### src/rtl/cpu_wb_master.sv
// ---------------------------------------------------------------------------
// cpu_wb_master
//
// Bridges a CPU valid/ready load/store request onto a single Wishbone B4
// classic cycle and returns a one-cycle response pulse. Misaligned requests
// (address not word aligned, or no byte enabled) are answered locally with an
// error and never reach the bus. A slave that does not acknowledge within
// TIMEOUT_CYCLES strobe cycles is abandoned and an error is returned.
//
// Parameters:
//   TIMEOUT_CYCLES  strobe cycles allowed without ack (1..65535)
//
// Ports:
//   clk_i, rst_n_i        clock, asynchronous active-low reset
//   req_valid_i/ready_o   CPU request handshake
//   req_addr_i/wdata_i    byte address and store data
//   req_be_i, req_we_i    byte enables, 1 = store / 0 = load
//   rsp_valid_o           one-cycle response pulse
//   rsp_rdata_o           load data (0 for stores and errors)
//   rsp_err_o             misaligned access or bus timeout
//   wb_*_o / wb_*_i       Wishbone classic master interface
// ---------------------------------------------------------------------------
module cpu_wb_master #(
  parameter int TIMEOUT_CYCLES = 255
) (
  input  logic        clk_i,
  input  logic        rst_n_i,
  input  logic        req_valid_i,
  output logic        req_ready_o,
  input  logic [31:0] req_addr_i,
  input  logic [31:0] req_wdata_i,
  input  logic [3:0]  req_be_i,
  input  logic        req_we_i,
  output logic        rsp_valid_o,
  output logic [31:0] rsp_rdata_o,
  output logic        rsp_err_o,
  output logic [31:0] wb_adr_o,
  output logic [31:0] wb_dat_o,
  output logic [3:0]  wb_sel_o,
  output logic        wb_we_o,
  output logic        wb_cyc_o,
  output logic        wb_stb_o,
  input  logic [31:0] wb_dat_i,
  input  logic        wb_ack_i
);

  typedef enum logic [1:0] {
    S_IDLE = 2'd0,
    S_BUS  = 2'd1,
    S_RESP = 2'd2
  } state_t;

  // Last value of to_cnt during which the strobe may still be held.
  localparam logic [15:0] TO_LAST = 16'(TIMEOUT_CYCLES - 1);

  state_t      state_q, state_d;
  logic        ready_q, ready_d;
  logic        rsp_valid_q, rsp_valid_d;
  logic        rsp_err_q, rsp_err_d;
  logic [31:0] rsp_rdata_q, rsp_rdata_d;
  logic [31:0] adr_q, adr_d;
  logic [31:0] dat_q, dat_d;
  logic [3:0]  sel_q, sel_d;
  logic        we_q, we_d;
  logic        cyc_q, cyc_d;
  logic        stb_q, stb_d;
  logic [15:0] to_cnt_q, to_cnt_d;
  logic        misaligned;

  assign misaligned = (req_addr_i[1:0] != 2'b00) || (req_be_i == 4'b0000);

  // State and output registers: every output comes straight from a flop.
  always_ff @(posedge clk_i or negedge rst_n_i) begin
    if (!rst_n_i) begin
      state_q     <= S_IDLE;
      ready_q     <= 1'b0;
      rsp_valid_q <= 1'b0;
      rsp_err_q   <= 1'b0;
      rsp_rdata_q <= '0;
      adr_q       <= '0;
      dat_q       <= '0;
      sel_q       <= '0;
      we_q        <= 1'b0;
      cyc_q       <= 1'b0;
      stb_q       <= 1'b0;
      to_cnt_q    <= '0;
    end else begin
      state_q     <= state_d;
      ready_q     <= ready_d;
      rsp_valid_q <= rsp_valid_d;
      rsp_err_q   <= rsp_err_d;
      rsp_rdata_q <= rsp_rdata_d;
      adr_q       <= adr_d;
      dat_q       <= dat_d;
      sel_q       <= sel_d;
      we_q        <= we_d;
      cyc_q       <= cyc_d;
      stb_q       <= stb_d;
      to_cnt_q    <= to_cnt_d;
    end
  end

  // Next-state and next-output logic.
  always_comb begin
    state_d     = state_q;
    ready_d     = ready_q;
    rsp_valid_d = rsp_valid_q;
    rsp_err_d   = rsp_err_q;
    rsp_rdata_d = rsp_rdata_q;
    adr_d       = adr_q;
    dat_d       = dat_q;
    sel_d       = sel_q;
    we_d        = we_q;
    cyc_d       = cyc_q;
    stb_d       = stb_q;
    to_cnt_d    = to_cnt_q;

    case (state_q)
      S_IDLE: begin
        // ready_q is still low on the first cycle after reset release, so
        // nothing is accepted until the bridge advertises readiness.
        ready_d = 1'b1;
        if (req_valid_i && ready_q) begin
          ready_d = 1'b0;
          if (misaligned) begin
            state_d     = S_RESP;
            rsp_valid_d = 1'b1;
            rsp_err_d   = 1'b1;
            rsp_rdata_d = '0;
          end else begin
            state_d  = S_BUS;
            adr_d    = req_addr_i;
            dat_d    = req_wdata_i;
            sel_d    = req_be_i;
            we_d     = req_we_i;
            cyc_d    = 1'b1;
            stb_d    = 1'b1;
            to_cnt_d = '0;
          end
        end
      end

      S_BUS: begin
        ready_d  = 1'b0;
        to_cnt_d = to_cnt_q + 16'd1;
        // Ack is checked first so it wins over a coincident timeout.
        if (wb_ack_i || (to_cnt_q == TO_LAST)) begin
          state_d     = S_RESP;
          rsp_valid_d = 1'b1;
          rsp_err_d   = !wb_ack_i;
          rsp_rdata_d = (wb_ack_i && !we_q) ? wb_dat_i : 32'h0;
          cyc_d       = 1'b0;
          stb_d       = 1'b0;
          we_d        = 1'b0;
          sel_d       = 4'h0;
        end
      end

      S_RESP: begin
        state_d     = S_IDLE;
        ready_d     = 1'b1;
        rsp_valid_d = 1'b0;
        rsp_err_d   = 1'b0;
        rsp_rdata_d = '0;
      end

      default: begin
        state_d = S_IDLE;
      end
    endcase
  end

  assign req_ready_o = ready_q;
  assign rsp_valid_o = rsp_valid_q;
  assign rsp_err_o   = rsp_err_q;
  assign rsp_rdata_o = rsp_rdata_q;
  assign wb_adr_o    = adr_q;
  assign wb_dat_o    = dat_q;
  assign wb_sel_o    = sel_q;
  assign wb_we_o     = we_q;
  assign wb_cyc_o    = cyc_q;
  assign wb_stb_o    = stb_q;

endmodule
### config.mk
export PLATFORM = sky130hd
export DESIGN_NAME = cpu_wb_master
export DESIGN_NICKNAME = d
export VERILOG_FILES = /design/src/rtl/cpu_wb_master.sv
export SDC_FILE = /design/constraint.sdc
export NUM_CORES = 1
export LEC_CHECK = 0
export ABC_CLOCK_PERIOD_IN_PS = 5400
export BUFFER_PORTS_ARGS = -buffer_cell sky130_fd_sc_hd__buf_2
export CAP_MARGIN = 20
export CORE_MARGIN = 2
export CORE_UTILIZATION = 43
export CTS_BUF_LIST = sky130_fd_sc_hd__clkbuf_4 sky130_fd_sc_hd__clkbuf_8
export DETAILED_ROUTE_END_ITERATION = 6
export PLACE_DENSITY = 0.81
export SLEW_MARGIN = 20
export SYNTH_ARGS = -nofsm -noshare
export SYNTH_HDL_FRONTEND = slang
export SYNTH_SLANG_ARGS = --single-unit
### constraint.sdc
create_clock -name clk_i -period 5.4 [get_ports clk_i]
set_input_delay 0.27 -clock clk_i [delete_from_list [all_inputs] [get_ports clk_i]]
set_output_delay 0.27 -clock clk_i [all_outputs]
set_load 0.1 [all_outputs]
* Word-level counts from Yosys, hierarchy flattened
Cells that the tools add are included.
W data, S select, Z words.
** Operators by class
- Multiplexer cells :: 31
- Equal/unequal tests :: 7
- $lt $le $gt $ge :: 0
- Multipliers :: 0
- Add/sub/neg operators :: 1
- Bitwise gates (word level) :: 1
- Shift-type cells :: 0
- Reductions and logical operators :: 16
- Divide/modulo/power cells :: 0
** Operators with widths (count)
- $mux W32 :: 4
- $pmux W32 S3 :: 1
- $mux W16 :: 2
- $pmux W16 S2 :: 1
- $add A16 B1 Y16 const B :: 1
- $eq A16 B8 Y1 const B :: 1
- $mux W4 :: 3
- $mux W1 :: 10
- $pmux W1 S3 :: 3
- $ne A2 B2 Y1 const B :: 4
- $pmux W4 S2 :: 1
- $reduce_and A4 Y1 :: 2
- $mux W2 :: 3
- $reduce_and A3 Y1 :: 2
- $logic_not A4 Y1 :: 1
- $pmux W1 S2 :: 2
- $pmux W2 S2 :: 1
- $reduce_bool A2 Y1 :: 2
- $reduce_bool A3 Y1 :: 1
- $eq A2 B1 Y1 const B :: 1
- $eq A2 B2 Y1 const B :: 1
- $logic_and A1 B1 Y1 :: 2
- $logic_not A1 Y1 :: 2
- $logic_not A2 Y1 :: 1
- 3 further kinds :: 4
** Word-level totals
- Memories kept :: 0
- Bits in writable memories :: 0
- Latch bits :: 0
- Register bits after elaboration :: 123
- Memory bits (read-only) :: 0
- Bits of input ports :: 105

* Depth between registers and ports, before layout
Gate-level depths: netlist of run 1.
- Depth in word-level cells :: 5
- Depth in mapped cells :: 9

* Worst setup path after synthesis of run 1
OpenSTA, ideal clock, no wires.
- Kind :: reg-to-reg
- From :: register ready_q, in the netlist req_ready_o
- To :: register rsp_rdata_q[0], in the netlist rsp_rdata_o[0]
- Arrival time :: 2.124 ns
- Slack :: 3.207 ns
- Path buffers :: 2
- Cell stages (with the launch flop) :: 8
- Period minus slack after synthesis :: 2.193 ns
- Library setup time :: 0.069 ns
- Cell sequence :: dfrtp_1 > nand2_1 > a211oi_2 > o21bai_4 > and4b_1 > buf_4 > buf_6 > a22o_1
** On the way
- Longest elaborated chain between the ends :: 3
** RTL lines
- start, declared :: RTL line 57 : logic ready_q, ready_d;
- start signal, assigned :: RTL line 89 : ready_q <= ready_d;
- $logic_and A1 B1 Y1 :: RTL line 123 : if (req_valid_i && ready_q) begin
- $ne A2 B2 Y1 (no source line)
- $reduce_and A4 Y1 (no source line)
- end signal, assigned :: RTL line 92 : rsp_rdata_q <= rsp_rdata_d;
- end, declared :: RTL line 60 : logic [31:0] rsp_rdata_q, rsp_rdata_d;
Every way passes these cells.
A chain may end at the register's enable or synchronous reset.

* Worst setup path after layout of run 1
- From :: register state_q[0]
- To :: register sel_q[2], in the netlist wb_sel_o[2]
** On the way
- Longest elaborated chain between the ends :: 3
- Elaborated cells between the ends (all ways) :: 8
** RTL lines
- start, declared :: RTL line 56 : state_t state_q, state_d;
- start signal, assigned :: RTL line 88 : state_q <= state_d;
- $eq A2 B1 Y1 / $logic_not A2 Y1 (equally long branches) :: RTL line 118 : case (state_q)
- $ne A2 B2 Y1 (no source line) / $reduce_bool A2 Y1 (equally long branches)
- $reduce_and A4 Y1 (no source line)
- end signal, assigned :: RTL line 95 : sel_q <= sel_d;
- end, declared :: RTL line 63 : logic [3:0] sel_q, sel_d;
Parallel ways exist; a longest one is shown, timed or not.

==> results of run 1 <==
[cell usage after synthesis]
master / count / area share
dfrtp_1: 123 / 0.61
mux2_2: 63 / 0.14
a22o_1: 42 / 0.073
nor2_1: 13 / 0.0097
nand2_1: 11 / 0.0082
xnor2_1: 8 / 0.014
a21o_1: 7 / 0.010
buf_6: 7 / 0.016
buf_2: 6 / 0.0059
ha_1: 6 / 0.015
buf_4: 5 / 0.0074
inv_1: 5 / 0.0037
a211oi_1: 4 / 0.0059
a21oi_1: 4 / 0.0040
clkbuf_1: 4 / 0.0030
nand3_1: 4 / 0.0040
nand4_1: 4 / 0.0050
nor3_1: 4 / 0.0040
o21ai_0: 4 / 0.0040
and2_1: 3 / 0.0037
nand2b_1: 3 / 0.0037
nor2b_1: 3 / 0.0037
nor4_1: 3 / 0.0037
or3_1: 3 / 0.0037
and3_1: 2 / 0.0025
mux2i_1: 2 / 0.0040
nor3b_1: 2 / 0.0030
a211oi_2: 1 / 0.0025
a21oi_2: 1 / 0.0017
a41oi_1: 1 / 0.0017
and4b_1: 1 / 0.0020
nand2b_4: 1 / 0.0027
nand4b_1: 1 / 0.0017
nor4_4: 1 / 0.0042
o21bai_4: 1 / 0.0037
or2_0: 1 / 0.0012
or2_2: 1 / 0.0012
or4_4: 1 / 0.0022
or4b_4: 1 / 0.0027
xor2_1: 1 / 0.0017
[routing by layer]
metal	vias to the layer above	global-route usage	part of all wire
li1	1721	-	-
met1	1823	0.236	0.42
met5	-	0	0
met4	0	0.0764	0.015
met3	15	0.0664	0.079
met2	155	0.294	0.49
[path summary, 6_finish.rpt]
kind                                    startpoint                           to  slack (ns)  cells past startpoint
max                         state_q[0]$_DFFE_PN0P_      wb_sel_o[2]$_DFFE_PN0P_        2.76                      6
min reg2reg                wb_adr_o[0]$_DFFE_PN0P_      wb_adr_o[0]$_DFFE_PN0P_        0.50                      1
max in group asynchronous                  rst_n_i      wb_adr_o[3]$_DFFE_PN0P_        3.68                      3
min in group asynchronous                  rst_n_i  rsp_rdata_o[30]$_DFFE_PN0P_        0.47                      2
min                                       req_we_i          wb_we_o$_DFFE_PN0P_        0.06                      2
max reg2reg                 state_q[0]$_DFFE_PN0P_      wb_sel_o[2]$_DFFE_PN0P_        2.76                      6
[repair_timing]
action	4_1_cts	5_1_grt
hold buffers	1	0
endpoints found under the setup margin	0	0
hold endpoints to repair	64	0
gates resized for setup	0	0
[area by class of cell]
class                           count  area [um^2]
Fill cell                         938         4840
Timing Repair Buffer              214         1090
Tap cell                          143          179
Inverter                            5         18.8
Multi-Input combinational cell    208         1790
Sequential cell                   123         3080
Clock buffer                       22          290
Clock inverter                     10          139
[state kept, by name, indices dropped and copies added, names as in the netlist]
register and flops:
rsp_err_o 1, wb_sel_o 4, wb_we_o 1, req_ready_o 1, wb_stb_o 1, state_q 2, rsp_valid_o 1, wb_dat_o 32
rsp_rdata_o 32, wb_adr_o 32, to_cnt_q 16
[logic make-up after synthesis]
logic type                 count (synthesis)
muxes                                     65
xor gates and xnor gates                   9
AOI/OAI and AO/OA                         65
adders and majority gates                  6
and+or+nand+nor                           63
DFF                                      123
buffers and inverters                     27
[metrics by stage]
step,instances,setup slack [ns],hold WS [ns]
global route,725,2.51,0.0326
global placement,692,2.74,0.406
detailed placement,692,2.69,0.415
CTS,725,2.73,0.0208
floorplan,358,3.21,-0.0256
finish,725,2.76,0.0586
[worst max-delay path: cells and delay by family, from the launching register on]
family	cells	cell delay, ns
AOI/OAI and AO/OA	1	0.27
adders and majority gates	1	0.39
buffers and inverters	2	0.46
DFF	1	0.43
and+or+nand+nor	2	1.01
==> summary.txt, run 1 <==
Status
  • Status: completed

Final layout
  • Fin util: 0.576
  • Finished Cell Area: 0.00658 mm^2
  • Post-layout nets: 680
  • Most common cell after layout, fill and taps aside: buf_2
  • Most frequent cells in the layout: 209 x buf_2, 123 x dfrtp_1, 63 x mux2_2, 42 x a22o_1, 20 x clkbuf_8
  • Area grow syn2layout: 30.4%
  • Share of post-route cells with drive strength above 1: 0.545
  • N_diodes: 0

Yosys
  • Main combinational cell family by area after synthesis: multiplexers
  • Flops & latches, synth: 123
  • Register area share after synthesis: 0.610
  • Multiplexer share of the synthesized area: 0.144
  • Adder-Cell Fraction of Synth Area: 0.0149
  • Yosys warnings: 0
  • Yosys cell types: 40
  • Net count after synthesis: 469
  • Gate Count Post-Synth: 358
  • Avg Inst Size Synth: 14.1 um^2
  • Synth Area in Simple Gates: 0.0729
  • XOR/XNOR Fraction of Synth Area: 0.0156
  • Synthesized area: 0.00505 mm^2
  • Compound-Gate Fraction of Synth Area: 0.107

Clock network
  • Clock sink total: 123
  • CTS max path bufs: 2
  • Clk_lat worst skew: 0.43 ns
  • H-tree Lvls: 4
  • Root buffer cell: clkbuf_8
  • CTS tree: yes
  • Reg clk slew, reported paths: 0.07 ns
  • CTS Buf Count: 17
  • Post-CTS Setup Repair Bufs: 0

Route
  • Routed WL: 11,400 um
  • Pre-antenna DRT Iters: 4
  • Routed WL per cell: 15.7 um
  • DR vias: 3,714
  • DR iter-0 viols: 210
  • Antenna-violating nets left: 0
  • Routed vias/inst: 5.12
  • DRC: 0

Flow run
  • Max_cap viols: 0

Worst setup path
  • Req. time, crit path: 5.77 ns
  • Worst path slowest cell: nor2_1
  • CP max FO: 70
  • Max incr delay on CP: 0.88 ns
  • CP endpoint kind: flop
  • Kind of critical path: flop to flop
  • Critical Path AT: 3.01 ns
  • Setup crit start kind: flop
  • Crit-path cells: inv_1, ha_1, nand4_1, buf_4, nor2_1, a22o_1

STA
  • Setup violators final: 0
  • Final Max Tran Viols: 0
  • Tcrit/Tclk final: 0.489
  • Worst slew pin tran: 1.02 ns
  • Clk_skew: 0.00965 ns
  • Slew HR: 0.319
  • Final Hold Viols: 0
  • Achievable frequency: 0.378 GHz
  • Min cycle time layout: 2.64 ns
  • TNS Setup: 0 ns
  • RSZ-0062 raised after global routing: no

Die
  • Io pins: 211
  • Initial Util: 0.442
  • Core Area: 0.0114 mm^2
  • Num rows: 39
  • Die Area: 0.0126 mm^2
  • DIE HEIGHT: 112 um
  • Die width: 112 um

Placed design
  • IO buf count: 210
  • HPWL Detailed: 8160 um
  • DP Area: 0.00614 mm^2
  • Routability Congestion: 0.800

Global routing
  • First-pass GRT wire length: 18,500 um
  • Total grt overflow: 0
  • Antenna violations before repair: 0
  • Largest net degree at the start of global routing: 71
  • Vias in the first global route: 3,751
  • GRT Total Usage: 0.187

Min path
  • Hold Crit Class: input port to flop
Power of run 1 is not shown: default switching activity piles up to over one toggle a cycle in this logic, so the estimate is an artifact.
==> run 2: changes to the inputs <==
--- a/config.mk
+++ b/config.mk
@@ -5,7 +5,7 @@
 export SDC_FILE = /design/constraint.sdc
 export NUM_CORES = 1
 export LEC_CHECK = 0
-export ABC_CLOCK_PERIOD_IN_PS = 5400
+export ABC_CLOCK_PERIOD_IN_PS = 2700
 export BUFFER_PORTS_ARGS = -buffer_cell sky130_fd_sc_hd__buf_2
 export CAP_MARGIN = 20
 export CORE_MARGIN = 2
==> constraint.sdc (replaced) <==
create_clock -name clk_i -period 2.7 [get_ports clk_i]
set_input_delay 0.135 -clock clk_i [delete_from_list [all_inputs] [get_ports clk_i]]
set_output_delay 0.135 -clock clk_i [all_outputs]
set_load 0.1 [all_outputs]
==> summary.txt, run 2 (synthesis results as in run 1) <==
Route
  • Routed vias/inst: 5.14 (+0.42%)
  • Antenna-violating nets left: 0 (unchanged)
  • DR iter-0 viols: 246 (+17%)
  • Pre-antenna DRT Iters: 5 (+1)
  • Routed WL: 13,900 um (+22%)
  • Routed WL per cell: 16.8 um (+7.0%)
  • DRC: 0 (unchanged)
  • DR vias: 4,249 (+14%)

Die
  • Core Area: 0.0114 mm^2 (unchanged)
  • Initial Util: 0.442 (unchanged)
  • Die Area: 0.0126 mm^2 (unchanged)
  • DIE HEIGHT: 112 um (unchanged)
  • Io pins: 211 (unchanged)
  • Die width: 112 um (unchanged)
  • Num rows: 39 (unchanged)

STA
  • Achievable frequency: 0.436 GHz (+15%)
  • Final Max Tran Viols: 0 (unchanged)
  • Final setup margin: 0.408 ns (-2.35 ns)
  • Slew HR: 0.454 (+0.135)
  • Min cycle time layout: 2.29 ns (-0.351 ns)
  • Setup violators final: 0 (unchanged)
  • Final Hold Viols: 0 (unchanged)
  • Clk_skew: 0.00789 ns (-0.00176 ns)
  • TNS Setup: 0 ns (unchanged)
  • Worst slew pin tran: 0.819 ns (-0.199 ns)
  • RSZ-0062 raised after global routing: no
  • Tcrit/Tclk final: 0.849 (+0.360)

Final layout
  • Most frequent cells in the layout: 209 x buf_2, 123 x dfrtp_1, 100 x dlygate4sd3_1, 63 x mux2_2, 42 x a22o_1
  • # fillers: 778 (-17%)
  • Share of post-route cells with drive strength above 1: 0.466 (-0.0791)
  • Post-layout nets: 784 (+15%)
  • Multi-input gate area: 0.00179 mm^2 (about the same)
  • Most common cell after layout, fill and taps aside: buf_2
  • Area grow syn2layout: 50.0%
  • N_diodes: 0 (unchanged)
  • Sequential cell area: 0.00308 mm^2 (unchanged)

Clock network
  • Reg clk slew, reported paths: 0.06 ns (about the same)
  • CTS max path bufs: 2 (unchanged)
  • Clock sink total: 123 (unchanged)
  • Root buffer cell: clkbuf_8
  • CTS tree: yes
  • CTS resizes: 0 (unchanged)
  • Clk_lat worst skew: 0.43 ns (about the same)
  • H-tree Lvls: 4 (unchanged)
  • CTS Buf Count: 17 (unchanged)

Worst setup path
  • R2r startpoint: to_cnt_q[0]$_DFFE_PN0P_
  • Max incr delay on CP: 0.47 ns (-0.41 ns)
  • Setup crit start kind: flop
  • Worst Reg-to-Reg Cells: 7 (+1)
  • Critical Path AT: 2.60 ns (-0.41 ns)
  • CP max FO: 33 (-53%)
  • Capture point of the worst reg-to-reg path: rsp_rdata_o[12]$_DFFE_PN0P_
  • Kind of critical path: flop to flop
  • Req. time, crit path: 3.01 ns (-2.76 ns)
  • Crit-path cells: inv_1, ha_1, or4b_4, nor4_4, a21oi_2, nand2b_4, a22o_1
  • Worst path slowest cell: or4b_4
  • R2R Setup Slk: 0.41 ns (-2.35 ns)
  • CP endpoint kind: flop

Flow run
  • Max_cap viols: 0 (unchanged)

Min path
  • Hold Crit Class: input port to flop
  • WHS Endpoint: rsp_err_o$_DFFE_PN0P_
  • Hold path startpoint: wb_ack_i
  • Worst hold stages: 3 (+1)

Placed design
  • Placement Setup Slack: 0.431 ns (-2.26 ns)
  • Routability Congestion: 0.882 (+10%)
  • IO buf count: 210 (unchanged)
  • HPWL Detailed: 8160 um (about the same)

Global routing
  • GRT Total Usage: 0.229 (+0.0419)
  • Vias in the first global route: 4,551 (+21%)
  • First-pass GRT wire length: 22,500 um (+21%)
  • Total grt overflow: 0 (unchanged)
  • Antenna violations before repair: 0 (unchanged)
  • Largest net degree at the start of global routing: 65 (-8.5%)

Status
  • Status: completed
## run 2: cell types whose count changed in the layout (fill, tap and decap cells not counted)
| cell | delta |
|---|---|
| and4b_1 | +1 |
| and4b_2 | -1 |
| dlygate4sd3_1 | +99 |
| bufinv_16 | -2 |
| buf_4 | +3 |
| inv_6 | -1 |
| clkbuf_8 | +1 |
| clkbuf_4 | +4 |
| clkinvlp_4 | -4 |
| buf_12 | +2 |
| clkinv_2 | -1 |
## run 2: layer usage
metal	routed length [um]	up-vias	global-route usage
met5	0	-	0
met4	414	0	0.111
met3	1040	35	0.0799
met2	7060	226	0.386
met1	5390	2064	0.259
li1	-	1924	-
## run 2: final cells by class
cell class	instances	area share
Sequential cell	123	0.406
Timing Repair Buffer	318	0.282
Multi-Input combinational cell	208	0.236
Clock buffer	27	0.0441
Tap cell	143	0.0236
Clock inverter	2	0.00463
Inverter	5	0.00248
## run 2: worst max-delay path by stage
stage               depth (start not counted)                    start                          end  slack (ns)
floorplan                                   7  req_ready_o$_DFFE_PN0P_   rsp_rdata_o[0]$_DFFE_PN0P_        0.51
global placement                            7  to_cnt_q[0]$_DFFE_PN0P_  rsp_rdata_o[11]$_DFFE_PN0P_        0.55
detailed placement                          7  to_cnt_q[0]$_DFFE_PN0P_  rsp_rdata_o[10]$_DFFE_PN0P_        0.43
CTS                                         7  to_cnt_q[0]$_DFFE_PN0P_  rsp_rdata_o[10]$_DFFE_PN0P_        0.41
global route                                7  to_cnt_q[0]$_DFFE_PN0P_  rsp_rdata_o[12]$_DFFE_PN0P_        0.25
finish                                      7  to_cnt_q[0]$_DFFE_PN0P_  rsp_rdata_o[12]$_DFFE_PN0P_        0.41
## run 2: timing repair
item / in CTS / in global routing
endpoints found under the hold margin: 161 / 0
buffers inserted: 0 / 0
hold buffers: 100 / 0
## run 2: worst max-delay path, delay by kind of cell (launching register included)
family	cells	cell delay, ns
DFF	1	0.42
and+or+nand+nor	3	1.06
AOI/OAI and AO/OA	2	0.42
adders and majority gates	1	0.16
buffers and inverters	1	0.11
## run 2: metrics by stage
step / hold WS, ns / area [um^2] / instances / utilization
floorplan: -0.161 / 5050 / 358 / -
detailed placement: 0.280 / 6200 / 697 / 0.543
global placement: 0.262 / 6200 / 697 / 0.543
CTS: 0.0202 / 7570 / 826 / 0.663
global route: 0.0422 / 7570 / 826 / 0.663
finish: 0.0445 / 7570 / 826 / 0.663
Power of run 2 is left out for the same reason.
